$ cat src/rtl/key_bounce_gen_if.sv
// Control/status bundle for the key bounce generator. The master drives start
// and observes the emulated key and sequence status.
interface key_bounce_gen_if;
    logic       start;
    logic       key_out;
    logic       busy;
    logic       done;
    logic [7:0] press_cnt;

    modport master (
        output start,
        input  key_out,
        input  busy,
        input  done,
        input  press_cnt
    );

    modport slave (
        input  start,
        output key_out,
        output busy,
        output done,
        output press_cnt
    );
endinterface

$ cat src/rtl/key_bounce_gen.sv
// Emulates one press/release of a mechanical key: LFSR-driven bounce on the
// way down, a stable hold, and LFSR-driven bounce on the way back up.
module key_bounce_gen #(
    parameter logic [19:0] BOUNCE_MAX = 20'd50,
    parameter logic [21:0] HOLD_MAX   = 22'd80,
    parameter logic [15:0] SEED       = 16'hACE1
) (
    input  logic              sys_clk,
    input  logic              sys_rst_n,
    key_bounce_gen_if.slave   kb
);

    localparam int          CNT_W       = 22;
    localparam logic [21:0] BOUNCE_LAST = {2'b00, BOUNCE_MAX} - 22'd1;
    localparam logic [21:0] HOLD_LAST   = HOLD_MAX - 22'd1;
    // An all-zero seed would lock the LFSR, so it is replaced at reset.
    localparam logic [15:0] SEED_INIT   = (SEED == 16'h0000) ? 16'h0001 : SEED;

    typedef enum logic [1:0] {
        IDLE    = 2'd0,
        PRESS   = 2'd1,
        HOLD    = 2'd2,
        RELEASE = 2'd3
    } state_t;

    state_t             state_q, state_d;
    logic [CNT_W-1:0]   cnt_q, cnt_d;
    logic [15:0]        lfsr_q, lfsr_d;
    logic               lfsr_fb;
    logic               key_q, key_d;
    logic               busy_q, busy_d;
    logic               done_q, done_d;
    logic [7:0]         press_cnt_q, press_cnt_d;

    always_comb begin
        state_d = state_q;
        cnt_d   = cnt_q + 22'd1;
        case (state_q)
            IDLE: begin
                cnt_d = '0;
                if (kb.start) begin
                    state_d = PRESS;
                end
            end
            PRESS:   if (cnt_q == BOUNCE_LAST) state_d = HOLD;
            HOLD:    if (cnt_q == HOLD_LAST)   state_d = RELEASE;
            RELEASE: if (cnt_q == BOUNCE_LAST) state_d = IDLE;
            default: state_d = IDLE;
        endcase
        if (state_d != state_q) begin
            cnt_d = '0;
        end

        // Fibonacci LFSR, x^16 + x^14 + x^13 + x^11 + 1; steps only while bouncing.
        lfsr_fb = lfsr_q[15] ^ lfsr_q[13] ^ lfsr_q[12] ^ lfsr_q[10];
        lfsr_d  = lfsr_q;
        if (state_d == PRESS || state_d == RELEASE) begin
            lfsr_d = {lfsr_q[14:0], lfsr_fb};
        end

        // Outputs are computed from the next state so they line up with it.
        case (state_d)
            IDLE:    key_d = 1'b1;
            HOLD:    key_d = 1'b0;
            default: key_d = lfsr_d[0];
        endcase
        busy_d      = (state_d != IDLE);
        done_d      = (state_q == RELEASE) && (state_d == IDLE);
        press_cnt_d = press_cnt_q + {7'd0, done_d};
    end

    always_ff @(posedge sys_clk or negedge sys_rst_n) begin
        if (!sys_rst_n) begin
            state_q     <= IDLE;
            cnt_q       <= '0;
            lfsr_q      <= SEED_INIT;
            key_q       <= 1'b1;
            busy_q      <= 1'b0;
            done_q      <= 1'b0;
            press_cnt_q <= 8'd0;
        end else begin
            state_q     <= state_d;
            cnt_q       <= cnt_d;
            lfsr_q      <= lfsr_d;
            key_q       <= key_d;
            busy_q      <= busy_d;
            done_q      <= done_d;
            press_cnt_q <= press_cnt_d;
        end
    end

    assign kb.key_out   = key_q;
    assign kb.busy      = busy_q;
    assign kb.done      = done_q;
    assign kb.press_cnt = press_cnt_q;

endmodule

$ cat src/flat_wrapper.sv
// flat-port wrapper written by rule: the top's interface ports become plain ports
module key_bounce_gen_flat 
#(
    parameter logic [19:0] BOUNCE_MAX = 20'd50,
    parameter logic [21:0] HOLD_MAX   = 22'd80,
    parameter logic [15:0] SEED       = 16'hACE1
)
  (sys_clk, sys_rst_n, kb_start, kb_key_out, kb_busy, kb_done, kb_press_cnt);
  key_bounce_gen_if kb_i ();
  input  logic sys_clk;
  input  logic sys_rst_n;
  input wire logic [$bits(kb_i.start)-1:0] kb_start;
  output wire logic [$bits(kb_i.key_out)-1:0] kb_key_out;
  output wire logic [$bits(kb_i.busy)-1:0] kb_busy;
  output wire logic [$bits(kb_i.done)-1:0] kb_done;
  output wire logic [$bits(kb_i.press_cnt)-1:0] kb_press_cnt;
  assign kb_i.start = kb_start;
  assign kb_key_out = kb_i.key_out;
  assign kb_busy = kb_i.busy;
  assign kb_done = kb_i.done;
  assign kb_press_cnt = kb_i.press_cnt;
  key_bounce_gen #(.BOUNCE_MAX(BOUNCE_MAX), .HOLD_MAX(HOLD_MAX), .SEED(SEED)) u_core (.sys_clk(sys_clk), .sys_rst_n(sys_rst_n), .kb(kb_i));
endmodule
$ cat config.mk
export PLATFORM = sky130hd
export DESIGN_NAME = key_bounce_gen_flat
export DESIGN_NICKNAME = d
export VERILOG_FILES = /design/src/rtl/key_bounce_gen_if.sv /design/src/rtl/key_bounce_gen.sv /design/src/flat_wrapper.sv
export SDC_FILE = /design/constraint.sdc
export NUM_CORES = 1
export LEC_CHECK = 0
export CORE_MARGIN = 10
export CORE_UTILIZATION = 55
export DETAILED_ROUTE_END_ITERATION = 7
export PLACE_DENSITY = 0.75
export SLEW_MARGIN = 20
export SYNTH_ARGS = -nofsm -noshare
export SYNTH_HDL_FRONTEND = slang
export SYNTH_SLANG_ARGS = --single-unit
$ cat constraint.sdc
create_clock -name sys_clk -period 3.1 [get_ports sys_clk]
set_input_delay 0.465 -clock sys_clk [delete_from_list [all_inputs] [get_ports sys_clk]]
set_output_delay 0.465 -clock sys_clk [all_outputs]
set_load 0.01 [all_outputs]
==> metrics.md, run 1 <==
| Metric | Value |
|---|---|
| Initial antenna violation count | `0` |
| Final period util | `0.8973` |
| Total GRT Usage | `0.1144` |
| PostCTS Resize Cnt | `0` |
| DRC viols | `0` |
| Worst path required time | `3.29 ns` |
| TritonCTS clock tree | `built` |
| Pwr dens | `509.7 mW/mm^2` |
| Mapped Cells | `193` |
| ANT nets after route | `0` |
| Peak VDD IR | `0.4551 mV` |
| CP arrival | `2.97 ns` |
| First-pass GRT wire length | `6893 um` |
| Final WL | `3854 um` |
| Max Cap Viol | `0` |
| Slew Limit Fails | `0` |
| Synthesis Warnings | `0` |
| FF+latch count, synth | `51` |
| Die area | `0.007239 mm^2` |
| Fmax achieved | `0.3595 GHz` |
| Die Ht | `85.09 um` |
| Placer congestion estimate | `0.7541` |
| Worst Max-Slew Pin Slew | `0.8779 ns` |
| Row count | `23` |
| Crit-path cells | `nand2b_1 > or4b_1 > nor3_1 > a221o_1 > mux2_2` |
| Mapped cell area | `0.002330 mm^2` |
| Kind of critical path | `reg2reg` |
| DR vias/cell | `5.537` |
| Final hold viol count | `0` |
| Wire length per cell | `14.88 um` |
| # nets final | `215` |
| Post-synth cell types | `31` |
| Clock buffer count from CTS | `5` |
| Chip width | `85.09 um` |
| Commonest cells after routing, fill and taps aside | `42 x dfrtp_1, 30 x nor2_1, 15 x xnor2_1, 15 x xor2_1, 12 x clkdlybuf4s50_1` |
| CTS sink count | `51` |
| Clk_lat worst skew | `0.30 ns` |
| Min cycle time layout | `2.782 ns` |
| Pin count of the biggest net entering global routing | `52` |
| Setup-failing EPs final | `0` |
| Most common cell after layout, fill and taps aside | `dfrtp_1` |
| Vias in the first global route | `1487` |
| Run status | `finished clean` |
| Syn Nets | `200` |
| Final worst slack | `0.3182 ns` |
| Layout cell share with drive strength beyond 1 | `0.2010` |
| PortBufs | `13` |
| Antenna fix cells | `0` |
| Post-CTS setup buffer count | `0` |
| Hold crit path type | `in2async` |
| Critical Path End Type | `flop` |
| Root buf cell | `clkbuf_8` |
| Post-synthesis sequential area ratio | `0.5526` |
| Setup slack at placement | `0.3287 ns` |
| Syn Area/Cell | `12.07 um^2` |
| Core ar. | `0.004058 mm^2` |
| Synth-to-layout area growth | `11.55%` |
| Static leakage | `1.203 nW` |
| Total number of vias | `1434` |
| Worst Path Max Fanout | `17` |
| Iteration-0 DRC Markers | `107` |
| Setup_tns | `0 ns` |
| Crit start category | `flop` |
| DP Wirelength | `2768 um` |
| Grt total ovfl | `0` |
| Unrepaired setup endpoints after global routing | `no` |
| Slowest CP cell | `a221o_1` |
| Fin util | `0.6405` |
| Max incr delay on CP | `0.76 ns` |
| Initial Utilization | `0.5742` |
| H-tree depth | `2` |
| # hold bufs at CTS | `0` |
| Clock buffer depth | `2` |
| CTS clock-pin slew for the worst setup and hold paths | `0.09 ns` |
| DR pass1 iterations | `4` |
| I/O Pins | `14` |
| Clock skew | `0.005985 ns` |
| Relative max-transition margin | `0.4146` |
[power breakdown]
| part | switching, mW | internal [mW] |
|---|---|---|
| Combinational | 0.0740 | 0.0542 |
| Clock | 0.206 | 0.261 |
| Sequential | 0.0335 | 0.696 |
| Total | 0.313 | 1.01 |
[sequential cells by signal, summed over array words and instances (netlist names)]
signal	count
u_core.cnt_q	22
u_core.lfsr_q	16
u_core.kb.press_cnt	8
u_core.state_q	2
u_core.kb.busy	1
u_core.kb.done	1
u_core.kb.key_out	1
[through the flow]
stage | power (mW) | cells | hold WS, ns | cell area [um^2]
after floorplan | 0.8306 | 193 | 0.1694 | 2330
after global placement | 0.8575 | 251 | 0.4576 | 2479
after detailed placement | 0.8724 | 251 | 0.4675 | 2479
after CTS | 1.340 | 259 | 0.3893 | 2596
after global routing | 1.388 | 259 | 0.2078 | 2599
final | 1.325 | 259 | 0.1661 | 2599
[critical path, delay by kind of cell, from the launching register on]
family             cells  cell delay (ns)
AOI/OAI and AO/OA      1             0.76
and+or+nand+nor        3             1.03
DFF                    1             0.47
muxes                  1             0.42
[synthesized netlist by cell type]
master      n  area share
buf_6       1      0.0048
or4b_1      1      0.0043
nand2b_1    2      0.0054
mux2_2      7       0.034
mux2_4      9       0.058
nor4_1      5       0.013
or2_2       3      0.0081
a221o_1     1      0.0043
and3_1      3      0.0081
dfstp_2     9        0.10
buf_12      1      0.0086
nor2_1     30       0.048
nand4_1     6       0.016
xnor2_1    15       0.056
clkbuf_1    4      0.0064
nor4_2      1      0.0054
inv_1       3      0.0048
a211oi_1    1      0.0032
and4_2      1      0.0043
nor3b_1     1      0.0032
ha_1        4       0.021
or4_4       1      0.0048
a2bb2oi_1   1      0.0038
dfrtp_1    42        0.45
nand2_1     9       0.014
xor2_1     15       0.056
mux2i_1     2      0.0086
nand3_1    10       0.021
nor3_1      3      0.0064
and4_1      1      0.0038
nor4_4      1      0.0091
[per-layer routing]
layer / routed length [um] / up-vias / GRT usage
met3: 181 / 7 / 0.03059
met2: 1828 / 22 / 0.1812
met1: 1768 / 719 / 0.1410
li1: - / 686 / -
met5: 0 / - / 0
met4: 76 / 0 / 0.05389
[worst paths after layout]
check	from	end	slack [ns]	cells after the start
setup / recovery	u_core.state_q[0]	u_core.lfsr_q[8]	0.32	5
hold / removal	sys_rst_n	u_core.kb.press_cnt[5]	0.17	1
min in group sys_clk	u_core.kb.press_cnt[7]	u_core.kb.press_cnt[7]	0.47	1
setup reg to reg	u_core.state_q[0]	u_core.lfsr_q[8]	0.32	5
hold reg to reg	u_core.kb.press_cnt[7]	u_core.kb.press_cnt[7]	0.47	1
max in group asynchronous	sys_rst_n	u_core.cnt_q[3]	2.53	1
[area by class of cell]
class | count | area (um^2)
timing repair buffer | 14 | 135.1
sequential | 51 | 1287
clock buffer | 6 | 82.58
clock inverter | 2 | 35.03
fill | 294 | 1459
tap | 50 | 62.56
multi-input combinational | 133 | 984.7
inverter | 3 | 11.26
[cells by family after synthesis]
group / count (synthesis) / synth area share
AO/OA/AOI/OAI: 3 / 0.01128
AND/OR/NAND/NOR: 78 / 0.1767
buffers and inverters: 9 / 0.02470
flip-flops: 51 / 0.5526
multiplexers: 18 / 0.1004
XOR/XNOR: 30 / 0.1128
adder cells (fa/ha/maj): 4 / 0.02148
Note: power is estimated with default switching activity, not from simulation.
==> run 2, diff against run 1 <==
Settings changed: GPL_ROUTABILITY_DRIVEN set to 0.
==> results of run 2 <==
Same layout as run 1: the final DEF is identical, and so are final timing and power.
==> run 3, diff against run 2 <==
Settings changed: CORE_ASPECT_RATIO set to 1.1.
==> metrics.md, run 3 (same netlist as run 1, synthesis figures left out) <==
| Metric | Value |
|---|---|
| Run status | `finished clean (unchanged)` |
| Worst Path Max Fanout | `17 (unchanged)` |
| Reg-to-reg slack, setup | `0.28 ns (was 0.32 ns)` |
| # nets final | `215 (unchanged)` |
| Max Cap Viol | `0 (unchanged)` |
| Final WL | `4043 um (was 3854 um)` |
| CTS clock-pin slew for the worst setup and hold paths | `0.09 ns (about the same)` |
| ANT nets after route | `0 (unchanged)` |
| Core ar. | `0.004024 mm^2 (was 0.004058 mm^2)` |
| Die Ht | `88.26 um (was 85.09 um)` |
| DR pass1 iterations | `4 (unchanged)` |
| Worst Max-Slew Pin Slew | `0.8429 ns (was 0.8779 ns)` |
| Hold crit path type | `in2async (unchanged)` |
| Die area | `0.007242 mm^2 (was 0.007239 mm^2)` |
| Largest reg by FF count | `u_core.cnt_q (unchanged)` |
| # hold bufs at CTS | `0 (unchanged)` |
| Setup slack at placement | `0.2727 ns (was 0.3287 ns)` |
| Fmax achieved | `0.3548 GHz (was 0.3595 GHz)` |
| Final worst slack | `0.2812 ns (was 0.3182 ns)` |
| R2r endpoint | `u_core.lfsr_q[8] (unchanged)` |
| Final cell count without fillers | `261 (was 259)` |
| TritonCTS clock tree | `built (unchanged)` |
| Post-CTS setup buffer count | `0 (unchanged)` |
| Max reg flops | `22 (unchanged)` |
| Worst path required time | `3.29 ns (about the same)` |
| Post-Place Cells | `253 (was 251)` |
| Initial antenna violation count | `0 (unchanged)` |
| PostCTS Resize Cnt | `0 (unchanged)` |
| H-tree depth | `2 (unchanged)` |
| DR vias/cell | `5.452 (was 5.537)` |
| Most common cell after layout, fill and taps aside | `dfrtp_1 (unchanged)` |
| Setup_tns | `0 ns (unchanged)` |
| Clock buffer count from CTS | `5 (unchanged)` |
| Wire length per cell | `15.49 um (was 14.88 um)` |
| Row count | `24 (was 23)` |
| Clk_lat worst skew | `0.31 ns (was 0.30 ns)` |
| Relative max-transition margin | `0.4379 (was 0.4146)` |
| Iteration-0 DRC Markers | `96 (was 107)` |
| Peak VDD IR | `0.3866 mV (was 0.4551 mV)` |
| DP Wirelength | `2914 um (was 2768 um)` |
| Clock buffer depth | `2 (unchanged)` |
| Pwr dens | `476.0 mW/mm^2 (was 509.7 mW/mm^2)` |
| First-pass GRT wire length | `7038 um (was 6893 um)` |
| CTS sink count | `51 (unchanged)` |
| Layout cell share with drive strength beyond 1 | `0.1962 (was 0.2010)` |
| Vias in the first global route | `1572 (was 1487)` |
| Slew Limit Fails | `0 (unchanged)` |
| DRC viols | `0 (unchanged)` |
| Chip width | `82.06 um (was 85.09 um)` |
| Critical Path End Type | `flop (unchanged)` |
| Commonest cells after routing, fill and taps aside | `42 x dfrtp_1, 30 x nor2_1, 15 x xnor2_1, 15 x xor2_1, 12 x clkdlybuf4s50_1 (unchanged)` |
| Setup-failing EPs final | `0 (unchanged)` |
| I/O Pins | `14 (unchanged)` |
| Synth-to-layout area growth | `10.26% (was 11.55%)` |
| R2R Path Start | `u_core.state_q[0] (unchanged)` |
| Clock skew | `0.01428 ns (was 0.005985 ns)` |
| CP arrival | `3.01 ns (was 2.97 ns)` |
| Root buf cell | `clkbuf_8 (unchanged)` |
| Unrepaired setup endpoints after global routing | `no (unchanged)` |
| Initial Utilization | `0.5790 (was 0.5742)` |
| Static leakage | `1.183 nW (was 1.203 nW)` |
| Total GRT Usage | `0.1240 (was 0.1144)` |
| Grt total ovfl | `0 (unchanged)` |
| Min cycle time layout | `2.819 ns (was 2.782 ns)` |
| Total number of vias | `1423 (was 1434)` |
| Crit start category | `flop (unchanged)` |
| Final hold viol count | `0 (unchanged)` |
| Reg2reg path depth | `5 (unchanged)` |
| Pin count of the biggest net entering global routing | `52 (unchanged)` |
| Kind of critical path | `reg2reg (unchanged)` |
| Antenna fix cells | `0 (unchanged)` |
| Final period util | `0.9093 (was 0.8973)` |
| PortBufs | `13 (unchanged)` |
==> run 3: cell type report <==
type | instances | area (um^2)
tap | 52 | 65.06
clock inverter | 2 | 12.51
inverter | 3 | 11.26
timing repair buffer | 14 | 135.1
clock buffer | 6 | 72.57
multi-input combinational | 133 | 984.7
fill | 318 | 1455
sequential | 51 | 1287
==> run 3: routing by layer <==
metal  global-route usage  routed length, um  up-vias
li1                     -                  -      682
met1               0.1416               1759      719
met2               0.2133               2067       17
met3              0.04260                170        5
met4              0.03715                 46        0
met5                    0                  0        -
==> run 3: metrics by stage <==
| step | utilization | power (mW) | instance area, um^2 | hold WS [ns] |
|---|---|---|---|---|
| 2_1_floorplan | - | 0.8306 | 2330 | 0.1694 |
| 3_3_place_gp | 0.6166 | 0.8554 | 2481 | 0.4648 |
| 3_5_place_dp | 0.6166 | 0.8737 | 2481 | 0.4705 |
| 4_1_cts | 0.6377 | 1.234 | 2566 | 0.3874 |
| 5_1_grt | 0.6384 | 1.278 | 2569 | 0.2056 |
| 6_report | 0.6384 | 1.223 | 2569 | 0.1611 |
==> run 3: worst max path at each step <==
stage                                  from                 to  slack [ns]
after floorplan             u_core.cnt_q[7]  u_core.lfsr_q[12]        0.71
after global placement      u_core.cnt_q[7]   u_core.lfsr_q[3]        0.39
after detailed placement  u_core.state_q[0]   u_core.lfsr_q[4]        0.27
after CTS                 u_core.state_q[0]   u_core.lfsr_q[4]        0.27
after global routing      u_core.state_q[0]   u_core.lfsr_q[4]        0.07
final                     u_core.state_q[0]   u_core.lfsr_q[8]        0.28
==> run 3: power breakdown <==
group	internal (mW)	switching, mW	total (mW)
clock	0.158	0.207	0.365
sequential	0.696	0.0344	0.731
combinational	0.0543	0.0730	0.127
==> run 3: critical path: stages (launching register included) <==
cell and delay, ns:
dfrtp_1 0.46, nand2b_1 0.22, or4b_1 0.53, nor3_1 0.35
a221o_1 0.74, mux2_2 0.41
